==> config.mk <==
export PLATFORM = sky130hd
export DESIGN_NAME = text_tile_renderer
export DESIGN_NICKNAME = d
export VERILOG_FILES = /design/src/rtl/text_pkg.sv /design/src/rtl/tile_shifter.sv /design/src/rtl/text_tile_renderer.sv
export SDC_FILE = /design/constraint.sdc
export NUM_CORES = 1
export LEC_CHECK = 0
export ABC_AREA = 1
export CORE_MARGIN = 1.5
export CORE_UTILIZATION = 45
export DETAILED_ROUTE_END_ITERATION = 10
export GPL_TIMING_DRIVEN = 0
export HOLD_SLACK_MARGIN = 0.15
export PLACE_DENSITY = 0.72
export SLEW_MARGIN = 25
export SYNTH_ARGS = -nofsm -noshare
export SYNTH_HDL_FRONTEND = slang
export SYNTH_SLANG_ARGS = --single-unit
==> constraint.sdc <==
create_clock -name clk -period 1.9 [get_ports clk]
set_input_delay 0.57 -clock clk [delete_from_list [all_inputs] [get_ports clk]]
set_output_delay 0.57 -clock clk [all_outputs]
set_load 0.01 [all_outputs]
==> src/rtl/text_pkg.sv <==
// Shared constants and types for the text-mode tile renderer.
package text_pkg;
  localparam int FONT_AW     = 11;
  localparam int GLYPH_W     = 8;
  localparam int GLYPH_H     = 8;
  localparam int LEAD_CYCLES = 4;

  typedef logic [7:0]         char_code_t;
  typedef logic [GLYPH_W-1:0] glyph_row_t;
endpackage

==> src/rtl/tile_shifter.sv <==
// Parallel-load, left-shifting glyph register; MSB is the pixel on screen.
// The invert flag is captured at load and applies to that cell's 8 pixels.
module tile_shifter
  import text_pkg::*;
(
  input  logic       clk,
  input  logic       reset_n,
  input  logic       load,
  input  logic       clear,
  input  glyph_row_t data,
  input  logic       invert,
  output logic       pixel
);

  glyph_row_t shreg;
  logic       invert_q;

  always_ff @(posedge clk or negedge reset_n) begin
    if (!reset_n) begin
      shreg    <= '0;
      invert_q <= 1'b0;
    end else if (clear) begin
      shreg    <= '0;
      invert_q <= 1'b0;
    end else if (load) begin
      shreg    <= data;
      invert_q <= invert;
    end else begin
      shreg    <= {shreg[GLYPH_W-2:0], 1'b0};
    end
  end

  assign pixel = shreg[GLYPH_W-1] ^ invert_q;

endmodule

==> src/rtl/text_tile_renderer.sv <==
// Text-mode pixel generator: char RAM -> font ROM -> 1-bit pixel stream.
// Optional block cursor is built when CURSOR_EN is defined.
module text_tile_renderer
  import text_pkg::*;
#(
  parameter int COLS   = 32,
  parameter int ROWS   = 30,
  parameter int RAM_AW = 10
) (
  input  logic               clk,
  input  logic               reset_n,
  input  logic               hstart,
  input  logic [8:0]         vpos,
  output logic [RAM_AW-1:0]  ram_addr,
  input  char_code_t         ram_data,
  output logic [FONT_AW-1:0] font_addr,
  input  glyph_row_t         font_data,
  output logic               pixel_out,
  output logic               busy
`ifdef CURSOR_EN
  ,
  input  logic [5:0]         cursor_col,
  input  logic [4:0]         cursor_row,
  input  logic               cursor_on
`endif
);

  localparam logic [0:0] IDLE = 1'b0;
  localparam logic [0:0] RUN  = 1'b1;

  // Phase within a cell: RAM read at 0, font address at 2, shifter load at 3.
  localparam logic [2:0] LOAD_PHASE = 3'(LEAD_CYCLES - 1);
  localparam logic [2:0] FONT_PHASE = 3'(LEAD_CYCLES - 2);

  logic [0:0] state;
  logic [2:0] phase;
  logic [6:0] col;
  logic [8:0] vpos_q;

  logic on_screen;
  logic in_cols;
  logic end_line;
  logic load;
  logic clear;
  logic cursor_hit;

  assign on_screen = 32'(vpos) < 32'(ROWS * GLYPH_H);
  assign in_cols   = col < 7'(COLS);
  // col reaches COLS only to drain the last cell; no fetch is issued for it.
  assign end_line  = (state == RUN) && (col == 7'(COLS)) && (phase == LOAD_PHASE);
  assign load      = (state == RUN) && !hstart && in_cols && (phase == LOAD_PHASE);
  assign clear     = hstart || end_line;

`ifdef CURSOR_EN
  assign cursor_hit = cursor_on && (col == {1'b0, cursor_col}) &&
                      (vpos_q[8:3] == {1'b0, cursor_row});
`else
  assign cursor_hit = 1'b0;
`endif

  always_ff @(posedge clk or negedge reset_n) begin
    if (!reset_n) begin
      state     <= IDLE;
      phase     <= '0;
      col       <= '0;
      vpos_q    <= '0;
      ram_addr  <= '0;
      font_addr <= '0;
      busy      <= 1'b0;
    end else begin
      busy <= hstart ? ((state == RUN) && on_screen) : ((state == RUN) && !end_line);
      if (hstart) begin
        vpos_q <= vpos;
        phase  <= '0;
        col    <= '0;
        state  <= on_screen ? RUN : IDLE;
      end else if (state == RUN) begin
        if (end_line) begin
          state <= IDLE;
          phase <= '0;
          col   <= '0;
        end else begin
          phase <= phase + 3'd1;
          if (phase == 3'd7) col <= col + 7'd1;
        end
        if (in_cols && (phase == 3'd0))
          ram_addr <= RAM_AW'(32'(vpos_q[8:3]) * 32'(COLS) + 32'(col));
        if (in_cols && (phase == FONT_PHASE))
          font_addr <= {ram_data, vpos_q[2:0]};
      end
    end
  end

  tile_shifter u_shifter (
    .clk     (clk),
    .reset_n (reset_n),
    .load    (load),
    .clear   (clear),
    .data    (font_data),
    .invert  (cursor_hit),
    .pixel   (pixel_out)
  );

endmodule
==> flow_summary.ini, run 1 <==
[timing]
worst_slack_ns = 0.115
relSlewSlack_pct = 60.6
finalClockSkew_ns = 0.0114
final-setup-viol-count = 0
fmax_mhz = 560
min_period_over_period_pct = 94.0
tightest_slew_ns = 0.591
slew_violations = 0
min_period_ns = 1.79
tns_ns = 0
hold_viol = 0
rsz0062_at_grt = false

[floorplan]
die_w_um = 75.6
start_util_pct = 46.5
core_area_um2 = 5110
dieArea_um2 = 5720
rows = 26
pin_count = 51
fp.dieH_um = 75.6

[finish]
final_cell_mix = 84 x nand2_1, 49 x dfrtp_1, 48 x clkdlybuf4s50_1
finalNetCount = 351
regArea_um2 = 1230
syn_to_final_growth_pct = 28.3
drive_gt1_share_pct = 12.7
layout_commonest_cell = nand2_1
fin_area_um2 = 3050
fillers = 469
multi_input_area_um2 = 943
final_cells = 384
diodes = 0

[cts]
h-tree-depth = 2
cts-resized-gates = 0
cts.sink_count = 49
cts-root-buf = clkbuf_8
post_cts_buffers = 0
cts_tree = built
numCtsBuffers = 5
clk_pin_slew_worst_paths_ns = 0.09
cts_hold_buf = 0
clock_latency_ns = 0.31
clk_path_buf_depth = 2

[outcome]
outcome = complete, no violations

[logic_synthesis]
netlist_area_um2 = 2370
synth_seq_cells = 49
syn_inst = 257
yosys_warnings = 0
ys_types = 28
syn_nets = 295
synth-seq-area-share_pct = 51.7
avgSynthCellArea_um2 = 9.24

[grt]
antenna_found_initial = 0
top_usage_layer = met2
use_met1_pct = 22.7
first_global_vias = 1539
grt_pass1_wl_um = 7120
grt_use_met2_pct = 25.9
grt_max_degree = 50
grt_overflow_total = 0
grt_usage_pct = 17.0
gr-usage-met3_pct = 4.63

[power]
p_leak_nw = 1.45
power_density_nw_per_um2 = 819
vdd_ir_drop_max_uv = 520

[placement]
dpl-instance-area_um2 = 2950
gp_congestion = 0.823
dp.cells = 376
place_hpwl_um = 3300
dp_slack_ns = 0.247
portBuffers = 49

[critical_path]
cp_slowest_stage_delay_ns = 0.56
cp-end-kind = output port
path_class = flip-flop to output port
critPathBufInv = 1
crit_family = buffers and inverters
path_cells = clkdlybuf4s50_1
path_max_fanout = 2
crit_slowest_cell = clkdlybuf4s50_1
critPathRequiredTime_ns = 1.33
cp.arrival_ns = 1.22
cp-start-kind = flip-flop

[drt]
drt-total-wl_um = 4450
drt_iter0_drc = 98
drcViolationCount = 0
vias_per_cell = 4.65
ant_nets = 0
drt-pass1-iter-count = 4
routed-via-count = 1787
wl_per_cell_um = 11.6

[hold_path]
hold_path_class = input pin to asynchronous set/reset pin

[flow_run]
drv_cap = 0
==> layout make-up <==
type,count,share of cell area (%)
flip-flops and latches,49,40.3
multi-input cells,167,31.0
repair buffers,49,16.0
inverters,34,4.48
well taps,70,2.88
clock buffers,6,2.71
plain buffers,7,2.22
clock inverters,2,0.452
==> synthesized netlist by cell type, drive strengths merged <==
cell	number	area share [%]
clkbuf	1	0.16
nor3	1	0.21
nor2	10	1.9
nand3	9	2.6
o22ai	1	0.26
dfrtp	49	52
nand3b	1	0.84
nand4	5	2.0
buf	6	2.7
inv	33	5.5
ha	9	4.7
fa	1	0.84
nand2	87	14
o21ai	31	8.9
a21oi	8	1.7
xor2	2	0.74
xnor2	2	0.74
clkinv	1	0.21
==> worst paths after layout <==
path,from,cells after the start,slack (ns),to
max in group asynchronous,reset_n,1,1.24,vpos_q[1]
min in group clk,vpos_q[3],2,0.48,vpos_q[3]
worst min register to register,vpos_q[3],2,0.48,vpos_q[3]
worst min-delay path,reset_n,1,0.26,col[1]
worst max register to register,col[5],6,0.22,ram_addr[9]
worst max-delay path,font_addr[0],1,0.11,font_addr[0]
==> per-stage QoR <==
stage	hold slack [ns]	power [mW]	util (%)
after floorplan	0.274	1.54	-
after global placement	0.462	1.87	57.8
after detailed placement	0.465	1.88	57.7
after CTS	0.296	2.52	59.6
after global routing	0.310	2.64	59.6
final	0.264	2.49	59.6
==> where the power goes <==
group	leakage [nW]	total [mW]	switching (mW)	internal (mW)
combinational	0.743	0.605	0.266	0.339
clock	0.0512	0.646	0.350	0.296
sequential	0.652	1.24	0.0687	1.17
total	1.45	2.49	0.685	1.81
==> layer usage <==
layer  wire, um  part of all wire, %  vias to the layer above
met2       2120                   48                       39
met5          0                    0                        -
met3        165                  3.7                        6
li1           -                    -                      917
met1       2080                   47                      825
met4         79                  1.8                        0
==> state kept, by name, indices dropped and copies added, names as in the netlist <==
signal and cells:
state 1, font_addr 11, phase 3, col 7, u_shifter.shreg 8, vpos_q 8, busy 1, ram_addr 10
==> kinds of logic after synthesis <==
kind of cell / count (synthesis) / synth area share (%)
xor+xnor: 4 / 1.48
flops: 49 / 51.7
buf+inv: 41 / 8.59
compound gates: 40 / 10.9
simple gates: 113 / 21.8
fa+ha+maj: 10 / 5.59
==> worst reg2reg max path, stage by stage, from the launching register on <==
cell,delay (ns)
dfrtp_1,0.44
ha_1,0.20
inv_1,0.05
fa_1,0.40
nor3_1,0.26
xnor2_1,0.17
o21ai_2,0.06
Power figures use the tool's default switching activity.
==> run 2, diff against run 1 <==
CAP_MARGIN = 5   (was default)
==> results of run 2 <==
Final layout, timing and power as in run 1 (identical DEF).
